$ cat src/rtl/digit_scan_ctrl_pkg.sv
// Shared types and helpers for the 4-digit scan controller.
package display_pkg;

    localparam int NUM_DIGITS = 4;

    typedef enum logic {
        IDLE = 1'b0,
        SCAN = 1'b1
    } scan_state_t;

    typedef struct packed {
        logic [1:0] idx;
        logic       wrap;
    } next_digit_t;

    // First set bit strictly above cur, wrapping through 0; wrap flags a frame boundary.
    function automatic next_digit_t next_digit(input logic [3:0] mask, input logic [1:0] cur);
        next_digit_t r;
        logic        found;
        logic [1:0]  cand;
        r.idx  = cur;
        r.wrap = 1'b1;
        found  = 1'b0;
        for (int k = 1; k <= NUM_DIGITS; k++) begin
            cand = cur + 2'(k);
            if (!found && mask[cand]) begin
                found = 1'b1;
                r.idx = cand;
            end
        end
        r.wrap = (r.idx <= cur);
        return r;
    endfunction

    function automatic logic [3:0] nibble_of(input logic [15:0] d, input logic [1:0] idx);
        return d[{idx, 2'b00} +: 4];
    endfunction

endpackage

$ cat src/rtl/digit_scan_ctrl_slot_timer.sv
// Per-slot cycle counter; blank is a registered copy of (cnt < BLANK_CYCLES).
module slot_timer #(
    parameter int PRESCALE     = 1000,
    parameter int BLANK_CYCLES = 1,
    localparam int CW          = (PRESCALE > 1) ? $clog2(PRESCALE) : 1
) (
    input  logic          clk,
    input  logic          rst,
    input  logic          clear,
    input  logic          advance,
    output logic [CW-1:0] cnt,
    output logic          slot_end,
    output logic          blank
);

    localparam logic [CW-1:0] LAST    = CW'(PRESCALE - 1);
    localparam logic [CW-1:0] BLANK_W = CW'(BLANK_CYCLES);

    logic [CW-1:0] cnt_next;

    assign slot_end = (cnt == LAST);
    assign cnt_next = slot_end ? '0 : cnt + CW'(1);

    // clear parks the counter at slot start, which is always a blanked cycle.
    always_ff @(posedge clk) begin
        if (rst || clear) begin
            cnt   <= '0;
            blank <= 1'b1;
        end else if (advance) begin
            cnt   <= cnt_next;
            blank <= (cnt_next < BLANK_W);
        end
    end

endmodule

$ cat src/rtl/digit_scan_ctrl.sv
// Time-multiplexed 4-digit scan controller driving an active-low 2-to-4 decoder.
module digit_scan_ctrl
    import display_pkg::*;
#(
    parameter int PRESCALE     = 1000,
    parameter int BLANK_CYCLES = 1
) (
    input  logic        clk,
    input  logic        rst,
    input  logic        run,
    input  logic [3:0]  digit_mask,
    input  logic [15:0] data,
    output logic [1:0]  sel,
    output logic        enable_n,
    output logic [3:0]  nibble,
    output logic        frame_done
);

    localparam int CW = (PRESCALE > 1) ? $clog2(PRESCALE) : 1;

    scan_state_t   state, state_d;
    logic [15:0]   shadow, shadow_d;
    logic [1:0]    sel_d;
    logic [3:0]    nibble_d;
    logic          frame_d;
    logic [CW-1:0] cnt;
    logic          slot_end;
    logic          clear;
    logic          advance;
    next_digit_t   nd;

    always_comb begin
        state_d  = state;
        sel_d    = sel;
        nibble_d = nibble;
        shadow_d = shadow;
        frame_d  = 1'b0;
        nd       = next_digit(digit_mask, sel);
        case (state)
            IDLE: begin
                if (run && digit_mask != 4'b0000) begin
                    // Searching above index 3 yields the lowest set bit.
                    nd       = next_digit(digit_mask, 2'd3);
                    state_d  = SCAN;
                    shadow_d = data;
                    sel_d    = nd.idx;
                    nibble_d = nibble_of(data, nd.idx);
                end
            end
            SCAN: begin
                if (!run) begin
                    state_d = IDLE;
                end else if (slot_end) begin
                    if (digit_mask == 4'b0000) begin
                        state_d = IDLE;
                    end else begin
                        sel_d = nd.idx;
                        if (nd.wrap) begin
                            shadow_d = data;
                            nibble_d = nibble_of(data, nd.idx);
                            frame_d  = 1'b1;
                        end else begin
                            nibble_d = nibble_of(shadow, nd.idx);
                        end
                    end
                end
            end
            default: state_d = IDLE;
        endcase
    end

    assign clear   = (state == IDLE) || (state_d != SCAN);
    assign advance = (state == SCAN);

    always_ff @(posedge clk) begin
        if (rst) begin
            state      <= IDLE;
            sel        <= 2'd0;
            nibble     <= 4'd0;
            shadow     <= 16'd0;
            frame_done <= 1'b0;
        end else begin
            state      <= state_d;
            sel        <= sel_d;
            nibble     <= nibble_d;
            shadow     <= shadow_d;
            frame_done <= frame_d;
        end
    end

    // The timer's blank flag doubles as the registered decoder enable.
    slot_timer #(
        .PRESCALE     (PRESCALE),
        .BLANK_CYCLES (BLANK_CYCLES)
    ) u_timer (
        .clk      (clk),
        .rst      (rst),
        .clear    (clear),
        .advance  (advance),
        .cnt      (cnt),
        .slot_end (slot_end),
        .blank    (enable_n)
    );

    // Every slot opens blanked, so the decoder never sees a live select change.
    always_ff @(posedge clk) begin
        if (!rst && state == SCAN && cnt == '0) begin
            assert (enable_n);
        end
    end

endmodule

$ cat config.mk
export PLATFORM = sky130hd
export DESIGN_NAME = digit_scan_ctrl
export DESIGN_NICKNAME = d
export VERILOG_FILES = /design/src/rtl/digit_scan_ctrl_pkg.sv /design/src/rtl/digit_scan_ctrl_slot_timer.sv /design/src/rtl/digit_scan_ctrl.sv
export SDC_FILE = /design/constraint.sdc
export NUM_CORES = 1
export LEC_CHECK = 0
export CELL_PAD_IN_SITES_DETAIL_PLACEMENT = 1
export CELL_PAD_IN_SITES_GLOBAL_PLACEMENT = 1
export CORE_MARGIN = 3
export CORE_UTILIZATION = 30
export DETAILED_ROUTE_END_ITERATION = 16
export DONT_BUFFER_PORTS = 1
export GPL_TIMING_DRIVEN = 0
export PLACE_DENSITY = 0.59
export SLEW_MARGIN = 20
export SYNTH_ARGS = -nofsm -noshare
export SYNTH_HDL_FRONTEND = slang
export SYNTH_SLANG_ARGS = --single-unit
$ cat constraint.sdc
create_clock -name clk -period 6.7 [get_ports clk]
set_clock_uncertainty 0.05 [all_clocks]
set_input_delay 1.005 -clock clk [delete_from_list [all_inputs] [get_ports clk]]
set_output_delay 1.005 -clock clk [all_outputs]
set_load 0.01 [all_outputs]
==> flow_summary.yaml <==
outcome:
  status: "finished, final reports clean"
pwr:
  power_mw: 0.513
  ir_worst_vdd_mv: 0.0956
  p_leak_nw: 0.960
  p_per_area_mw_per_mm2: 224
finish:
  stdcell_area_mm2: 0.00229
  n_antenna_cell: 0
  final_cell_mix: "mux2i_1 (48), nor2_1 (40), dfxtp_1 (35), nand2_1 (13), a21oi_1 (9)"
  final_cells: 339
  area_growth_pct: 9.75
  drive_above_1_share_pct: 9.76
  final.fill_count: 779
  mostFrequentLayoutCell: "mux2i_1"
  nets: 272
global_routing:
  antenna_found_initial: 0
  overflow: 0
  track_usage_pct: 14.4
  grt_pass1_vias: 1702
  grt_pass1_wl_mm: 8.68
  grt_max_degree: 11
detailed_routing:
  met2_length_mm: 2.30
  wirelength_mm: 5.35
  drtIter0Drc: 52
  met1_length_mm: 2.69
  topRoutingLayerUsed: "met4"
  vias: 1700
  wl_met3_um: 312
  drtPass1Iterations: 4
  routed_via_density: 5.01
  drc: 0
  wl_per_cell_um: 15.8
  ant_nets: 0
synthesis:
  yosysTopAreaCellShare_pct: 33.5
  ys_seq_elements: 35
  synthCells: 239
  avgSynthCellArea_um2: 8.75
  ys.flop_type: "dfxtp_1"
  ys_warn_count: 0
  yosysTopAreaCell: "dfxtp_1"
  syn-num-nets: 265
  ys_seq_area_share_pct: 33.5
  async_flop_share_pct: 0
  synthDistinctLibCells: 44
  synth_area_leaders: "dfxtp_1 (34%), mux2i_1 (23%), nor2_1 (7.2%)"
  synth_edf_count: 0
  syn_area_mm2: 0.00209
worst_setup_path:
  worstSetupEndpointType: "flop"
  cp.arrival_ns: 3.82
  required_ns: 6.80
  critPathLaunchType: "input port"
  cp_max_fo: 10
  r2r_start: "sel[1]"
  worstSetupPathType: "in2reg"
  cp-startpoint: "digit_mask[0]"
timing:
  drv_slew: 0
  setup_viol: 0
  tightestPinTransition_ns: 0.557
  fmax_mhz: 269
  relSlewSlack_pct: 62.8
  min_period_ns: 3.72
  period_share_pct: 55.5
  grt_setup_unrepaired: "no"
  final.setup.tns_ns: 0
  finalHoldViolCount: 0
cts:
  ctsResizeCount: 0
  cts_buffers: 5
  clockBufferDepth: 2
  clk_pin_slew_ns: 0.07
  htree_levels: 2
  clk_latency_ns: 0.29
  ctsHoldBuffers: 0
  clock_sinks: 35
  cts-root-buf: "clkbuf_8"
  post_cts_buffers: 0
  cts_tree: "yes"
hold_path:
  hp-class: "reg2reg"
  min_from: "u_timer.cnt[0]"
die:
  core_area_mm2: 0.00657
  rows: 29
  die_y_um: 89.5
  design.die.area_mm2: 0.00801
  ios: 31
  start_util_pct: 31.8
  fp.dieW_um: 89.5
placed_design:
  place_congestion: 0.774
  dp_cells: 332
  dpl_cell_area_mm2: 0.00221
  dp.final_hpwl_mm: 3.90
  io_buffers: 0
job:
  maxCapViolations: 0
==> critical path, stage by stage <==
cell      delay [ns]
buf_4           0.17
o21ai_1         0.13
a21oi_1         0.07
a311o_1         0.26
buf_4           0.19
inv_1           0.08
ha_1            0.23
nor2b_1         0.16
o21ai_4         0.34
buf_4           0.30
mux2i_1         0.21
mux2i_1         0.09
a221oi_1        0.43
a211oi_1        0.13
==> sequential cells by signal (all words and copies together), names as in the netlist <==
| name | flops |
|---|---|
| shadow | 16 |
| u_timer.cnt | 10 |
| nibble | 4 |
| sel | 2 |
| advance | 1 |
| frame_done | 1 |
| u_timer.blank | 1 |
==> final timing paths <==
check,slack (ns),depth (start not counted),endpoint
hold / removal,0.43,1,u_timer.cnt[0]
setup reg to reg,3.34,12,nibble[3]
setup / recovery,2.98,14,nibble[3]
hold reg to reg,0.43,1,u_timer.cnt[0]
==> per-stage QoR <==
stage               hold WS (ns)  setup WS, ns  utilization (%)
floorplan                  0.391          3.19                -
global placement           0.411          2.67             33.6
detailed placement         0.419          2.69             33.6
CTS                        0.436          2.99             34.9
global route               0.462          2.83             34.9
finish                     0.428          2.98             34.9
==> routing by layer <==
metal	GRT usage, %	up-vias
li1	-	859
met2	22.0	31
met5	0	-
met4	4.06	0
met3	4.15	5
met1	19.8	805
==> synth_stat cells, types with 2 or more instances <==
cell type and n:
mux2i_1 48, a211oi_1 7, buf_6 2, buf_4 4
nor2_1 40, nor4b_1 3, xnor2_1 3, nand3_1 6
inv_1 6, nor3_1 5, buf_2 4, and4_1 2
a221oi_1 4, nand2b_1 3, o21ai_0 7, nor2b_1 4
ha_1 3, clkbuf_1 6, a21oi_1 9, xor2_1 3
nand2_1 13, dfxtp_1 35
==> area by class of cell <==
cell class | instances | area (um^2) | share of cell area, %
buffer | 17 | 115 | 5.02
clock buffer | 6 | 82.6 | 3.60
clock inverter | 1 | 5.00 | 0.218
inverter | 7 | 26.3 | 1.15
multi-input combinational | 180 | 1250 | 54.4
sequential | 35 | 701 | 30.5
tap | 93 | 116 | 5.07
==> power by group <==
part	switching [mW]	internal, mW	total, mW	leakage [nW]
clock	0.0778	0.0807	0.159	0.0470
sequential	0.00892	0.219	0.227	0.286
combinational	0.0682	0.0590	0.127	0.626
total	0.155	0.358	0.513	0.960
==> cell families (layout without fill, tap and decap cells) <==
kind of cell | Yosys count | count (layout) | synth area share [%]
and+or+nand+nor | 84 | 84 | 19.5
DFF | 35 | 35 | 33.5
adders and majority gates | 3 | 3 | 1.80
buffers and inverters | 24 | 31 | 6.76
AOI/OAI and AO/OA | 39 | 39 | 12.9
xor gates and xnor gates | 6 | 6 | 2.51
muxes | 48 | 48 | 23.0
(Power assumes the default switching activity.)
